--- config.mk ---
export PLATFORM = sky130hd
export DESIGN_NAME = pattern_serializer
export DESIGN_NICKNAME = d
export VERILOG_FILES = /design/src/rtl/pattern_serializer.sv
export SDC_FILE = /design/constraint.sdc
export NUM_CORES = 1
export LEC_CHECK = 0
export ABC_AREA = 1
export BUFFER_PORTS_ARGS = -buffer_cell sky130_fd_sc_hd__buf_2
export CAP_MARGIN = 0
export CORE_MARGIN = 1
export CORE_UTILIZATION = 61
export DETAILED_ROUTE_END_ITERATION = 6
export PLACE_DENSITY_LB_ADDON = 0.1
export SLEW_MARGIN = 20
export SYNTH_ARGS = -nofsm -noshare
export SYNTH_HDL_FRONTEND = slang
export SYNTH_SLANG_ARGS = --single-unit
--- constraint.sdc ---
create_clock -name clk -period 2.4 [get_ports clk]
set_input_delay 0.48 -clock clk [delete_from_list [all_inputs] [get_ports clk]]
set_output_delay 0.48 -clock clk [all_outputs]
set_load 0.1 [all_outputs]
--- src/rtl/pattern_serializer.sv ---
// Serial transmitter: shifts one of four 5-bit patterns MSB-first, repeats it
// a latched number of times with an optional idle gap, and counts sent frames.
module pattern_serializer #(
  parameter int unsigned GAP_W = 4,
  parameter int unsigned CNT_W = 16
) (
  input  logic             clk,
  input  logic             reset,
  input  logic             start,
  input  logic [1:0]       pattern_sel,
  input  logic [7:0]       repeat_count,
  input  logic [GAP_W-1:0] gap_len,
  output logic             serial_out,
  output logic             frame_start,
  output logic             busy,
  output logic             done,
  output logic [CNT_W-1:0] sent_count
);

  localparam int unsigned PAT_W = 5;
  localparam int unsigned IDX_W = 3;

  typedef enum logic [1:0] {IDLE, SEND, GAP} state_t;

  state_t             state, state_n;
  logic [IDX_W-1:0]   bit_idx, bit_idx_n;
  logic [1:0]         pat_sh, pat_sh_n;
  logic [7:0]         frames_left, frames_left_n;
  logic [GAP_W-1:0]   gap_sh, gap_sh_n;
  logic [GAP_W-1:0]   gap_cnt, gap_cnt_n;
  logic               serial_n, frame_start_n, busy_n, done_n;
  logic [CNT_W-1:0]   sent_count_n;
  logic [PAT_W-1:0]   cur_pat, new_pat;

  function automatic logic [PAT_W-1:0] pattern_bits(input logic [1:0] sel);
    case (sel)
      2'b00:   pattern_bits = 5'b10111;
      2'b01:   pattern_bits = 5'b11010;
      2'b10:   pattern_bits = 5'b01101;
      default: pattern_bits = 5'b10011;
    endcase
  endfunction

  assign cur_pat = pattern_bits(pat_sh);
  assign new_pat = pattern_bits(pattern_sel);

  // State, shadow and output registers
  always_ff @(posedge clk or negedge reset) begin
    if (!reset) begin
      state       <= IDLE;
      bit_idx     <= '0;
      pat_sh      <= '0;
      frames_left <= '0;
      gap_sh      <= '0;
      gap_cnt     <= '0;
      serial_out  <= 1'b0;
      frame_start <= 1'b0;
      busy        <= 1'b0;
      done        <= 1'b0;
      sent_count  <= '0;
    end else begin
      state       <= state_n;
      bit_idx     <= bit_idx_n;
      pat_sh      <= pat_sh_n;
      frames_left <= frames_left_n;
      gap_sh      <= gap_sh_n;
      gap_cnt     <= gap_cnt_n;
      serial_out  <= serial_n;
      frame_start <= frame_start_n;
      busy        <= busy_n;
      done        <= done_n;
      sent_count  <= sent_count_n;
    end
  end

  // Next-state and next-output logic
  always_comb begin
    state_n       = state;
    bit_idx_n     = bit_idx;
    pat_sh_n      = pat_sh;
    frames_left_n = frames_left;
    gap_sh_n      = gap_sh;
    gap_cnt_n     = gap_cnt;
    serial_n      = 1'b0;
    frame_start_n = 1'b0;
    busy_n        = 1'b0;
    done_n        = 1'b0;
    sent_count_n  = sent_count;

    case (state)
      IDLE: begin
        if (start && (repeat_count != 8'd0)) begin
          pat_sh_n      = pattern_sel;
          frames_left_n = repeat_count;
          gap_sh_n      = gap_len;
          state_n       = SEND;
          bit_idx_n     = IDX_W'(4);
          serial_n      = new_pat[4];
          frame_start_n = 1'b1;
          busy_n        = 1'b1;
        end
      end
      SEND: begin
        busy_n = 1'b1;
        if (bit_idx != '0) begin
          bit_idx_n = bit_idx - IDX_W'(1);
          serial_n  = cur_pat[bit_idx - IDX_W'(1)];
        end else begin
          sent_count_n  = sent_count + CNT_W'(1);
          frames_left_n = frames_left - 8'd1;
          if (frames_left == 8'd1) begin
            state_n = IDLE;
            busy_n  = 1'b0;
            done_n  = 1'b1;
          end else if (gap_sh != '0) begin
            state_n   = GAP;
            gap_cnt_n = gap_sh;
          end else begin
            bit_idx_n     = IDX_W'(4);
            serial_n      = cur_pat[4];
            frame_start_n = 1'b1;
          end
        end
      end
      GAP: begin
        busy_n = 1'b1;
        // gap_cnt == 1 marks the final idle cycle; next edge issues the MSB
        if (gap_cnt == GAP_W'(1)) begin
          state_n       = SEND;
          bit_idx_n     = IDX_W'(4);
          serial_n      = cur_pat[4];
          frame_start_n = 1'b1;
        end else begin
          gap_cnt_n = gap_cnt - GAP_W'(1);
        end
      end
      default: state_n = IDLE;
    endcase
  end

endmodule

==> summary.md <==
| Metric | Value |
|---|---|
| Worst path slowest cell | `dfrtp_1` |
| Run status | `finished clean` |
| Synth async-reset ratio | `100%` |
| Final count of hold timing violations | `0` |
| Setup violations, final | `0` |
| Slowest stage delay, CP | `420 ps` |
| CP Capture Type | `register` |
| DRT Wirelength | `5560 µm` |
| Port Buffers | `36` |
| Cells after Synth | `354` |
| Final HPWL DP | `4320 µm` |
| Die height | `66.9 µm` |
| Met2 Usage GRT | `44.6%` |
| Worst R2R Setup Slack | `520 ps` |
| Share of post-route cells with drive strength above 1 | `14.2%` |
| CP Cell Sequence | `inv_1 > ha_1 > nand2_1 > nor2_8 > inv_2 > nand2_1 > nand3_1 > nand2_1` |
| H-tree depth | `2` |
| First-pass GRT wire length | `9420 µm` |
| Yosys warns | `0` |
| Mean post-synth cell area | `7.25 µm²` |
| Most Crowded Layer GR | `met2` |
| Slew @ Worst Pin | `493 ps` |
| Vias in the first global route | `2148` |
| Antenna-violating nets left | `0` |
| CP required | `2630 ps` |
| Worst slew margin | `67.4%` |
| Commonest non-fill, non-tap cell in the layout | `nand2_1` |
| Setup crit start kind | `register` |
| Layout area overhead | `13.4%` |
| Reg2reg path depth | `8` |
| CP most frequent cell | `nand2_1` |
| Antenna violations before repair | `0` |
| Reg2reg start | `bit_idx[0]` |
| CTS buffer count | `5` |
| Leakage | `0.00162 µW` |
| Cells after DPL | `437` |
| R2R Path End | `frames_left[7]` |
| Die area | `0.00447 mm²` |
| CTS resizes | `0` |
| Nets | `420` |
| FF+latch count, synth | `43` |
| CTS root buf | `clkbuf_8` |
| Drt drc | `0` |
| Mapped Area | `0.00257 mm²` |
| Met3 usage | `5.14%` |
| Worst Path Buf+Inv | `2` |
| Setup TNS | `0 ps` |
| Crit Path Max Fanout | `17` |
| Max cap viols | `0` |
| Die W | `66.9 µm` |
| DR vias | `2401` |
| Post-CTS Hold Fix Bufs | `0` |
| Hold_ws | `59.4 ps` |
| Routed WL per cell | `12.5 µm` |
| Cell Rows | `23` |
| Primary FF master, synth | `dfrtp_1` |
| CTS max path bufs | `2` |
| Total GRT Usage | `27.9%` |
| Drt first-iter violations | `163` |
| EDFF count, synth | `0` |
| Sequential area share after synthesis | `41.9%` |
| Clock-pin slew on the worst setup and hold paths | `80 ps` |
| Global route overflow | `0` |
| Gp weighted congestion | `0.864` |
| Pwr Density | `1250 mW/mm²` |
| Ant. Diodes | `0` |
| Final Util | `72.2%` |
| Core area | `0.00403 mm²` |
| Fin crit share | `78.5%` |
| Synth Net Count | `380` |
| TritonCTS Sinks | `43` |
| Critical path class | `register to register` |
| Layout Cells excl Fill | `445` |
| Largest net degree at the start of global routing | `19` |
| Final min period | `1880 ps` |
| GR Util met1 | `38.9%` |
| Drt pass-1 iters | `5` |
| CP delay by family, top | `simple AND/OR/NAND/NOR gates` |
| Clock skew | `6.48 ps` |
| Vias per inst | `5.40` |
| Worst Path Arrival | `2110 ps` |
| Fin. max-slew vios | `0` |
| VDD IR max | `983 µV` |
| Most frequent cells in the layout | `116 x nand2_1, 44 x inv_1, 43 x dfrtp_1, 37 x nor2_1, 36 x buf_2` |
| Library cells used by synthesis | `26` |
| Min-delay worst type | `primary input to asynchronous set/reset pin` |
| Max Freq | `0.531 GHz` |
| RSZ-0062 raised after global routing | `no` |
| Worst-Skew Late Latency | `290 ps` |
| Ports | `37` |
| Post-CTS Repair Setup Buffers | `0` |
| Initial core utilization | `63.7%` |
| CTS tree | `done` |
[per-layer routing]
layer,routed length [µm],vias to the layer above
met5,0,-
met4,38,0
met3,333,4
met2,2590,85
met1,2590,1112
li1,-,1200
[sequential cells by signal, summed over array words and instances (netlist names)]
signal       flops
sent_count      16
frames_left      8
gap_cnt          4
gap_sh           4
bit_idx          3
pat_sh           2
state            2
busy             1
done             1
frame_start      1
serial_out       1
[worst register-to-register path, delay by kind of cell, from the launching register on]
family / cells / cell delay (ps)
adders and majority gates: 1 / 170
buffers and inverters: 2 / 320
DFF: 1 / 420
and+or+nand+nor: 5 / 930
[synthesized netlist by cell type, types with 2 or more instances]
library cell / instances / share of area, %
a21oi_1: 7 / 1.4
buf_2: 2 / 0.39
dfrtp_1: 43 / 42
ha_1: 9 / 4.4
inv_1: 44 / 6.4
inv_2: 2 / 0.29
nand2_1: 116 / 17
nand2_2: 2 / 0.49
nand3_1: 34 / 6.6
nand3_2: 2 / 0.78
nand4_1: 7 / 1.7
nor2_1: 37 / 5.4
nor2_8: 2 / 1.6
nor3_1: 3 / 0.58
o21ai_0: 24 / 4.7
xnor2_1: 6 / 2.0
xor2_1: 5 / 1.7
[final cells by class]
cell class                      count  area (µm²)
Fill cell                         350        1120
Timing Repair Buffer               38         195
Clock inverter                      2        35.0
Tap cell                           50        62.6
Multi-Input combinational cell    260        1290
Clock buffer                        6        82.6
Sequential cell                    43        1080
Inverter                           46         173
[where the power goes]
part | leakage (µW) | internal, µW | total, µW | switching, µW
registers | 0.000549 | 970 | 1180 | 213
logic | 0.00101 | 514 | 1870 | 1360
clock network | 0.0000612 | 337 | 581 | 244
total | 0.00162 | 1820 | 3640 | 1820
[metrics by stage]
step / power (µW) / area, µm² / setup slack, ps
2_1_floorplan: 2680 / 2570 / 315
3_3_place_gp: 3000 / 2790 / 634
3_5_place_dp: 3060 / 2790 / 514
4_1_cts: 3640 / 2910 / 488
5_1_grt: 3960 / 2910 / 289
6_report: 3640 / 2910 / 517
[kinds of logic (layout without fill, tap and decap cells)]
kind of cell    after synthesis  after routing  share of synthesized area, %
compound gates               34             34                          7.02
xor+xnor                     11             11                          3.75
fa+ha+maj                     9              9                          4.39
buf+inv                      51             92                          7.99
flops                        43             43                          41.9
simple gates                206            206                          34.9
[how the worst max path moves through the flow]
stage	start	to	slack (ps)	cells past startpoint
after global routing	bit_idx[0]	frames_left[7]	290	8
after CTS	bit_idx[0]	frames_left[7]	490	8
after detailed placement	bit_idx[0]	frames_left[7]	510	8
after global placement	bit_idx[0]	frames_left[7]	630	8
after floorplan	sent_count[0]	sent_count[10]	310	6
final	bit_idx[0]	frames_left[7]	520	8
(Power assumes the default switching activity.)
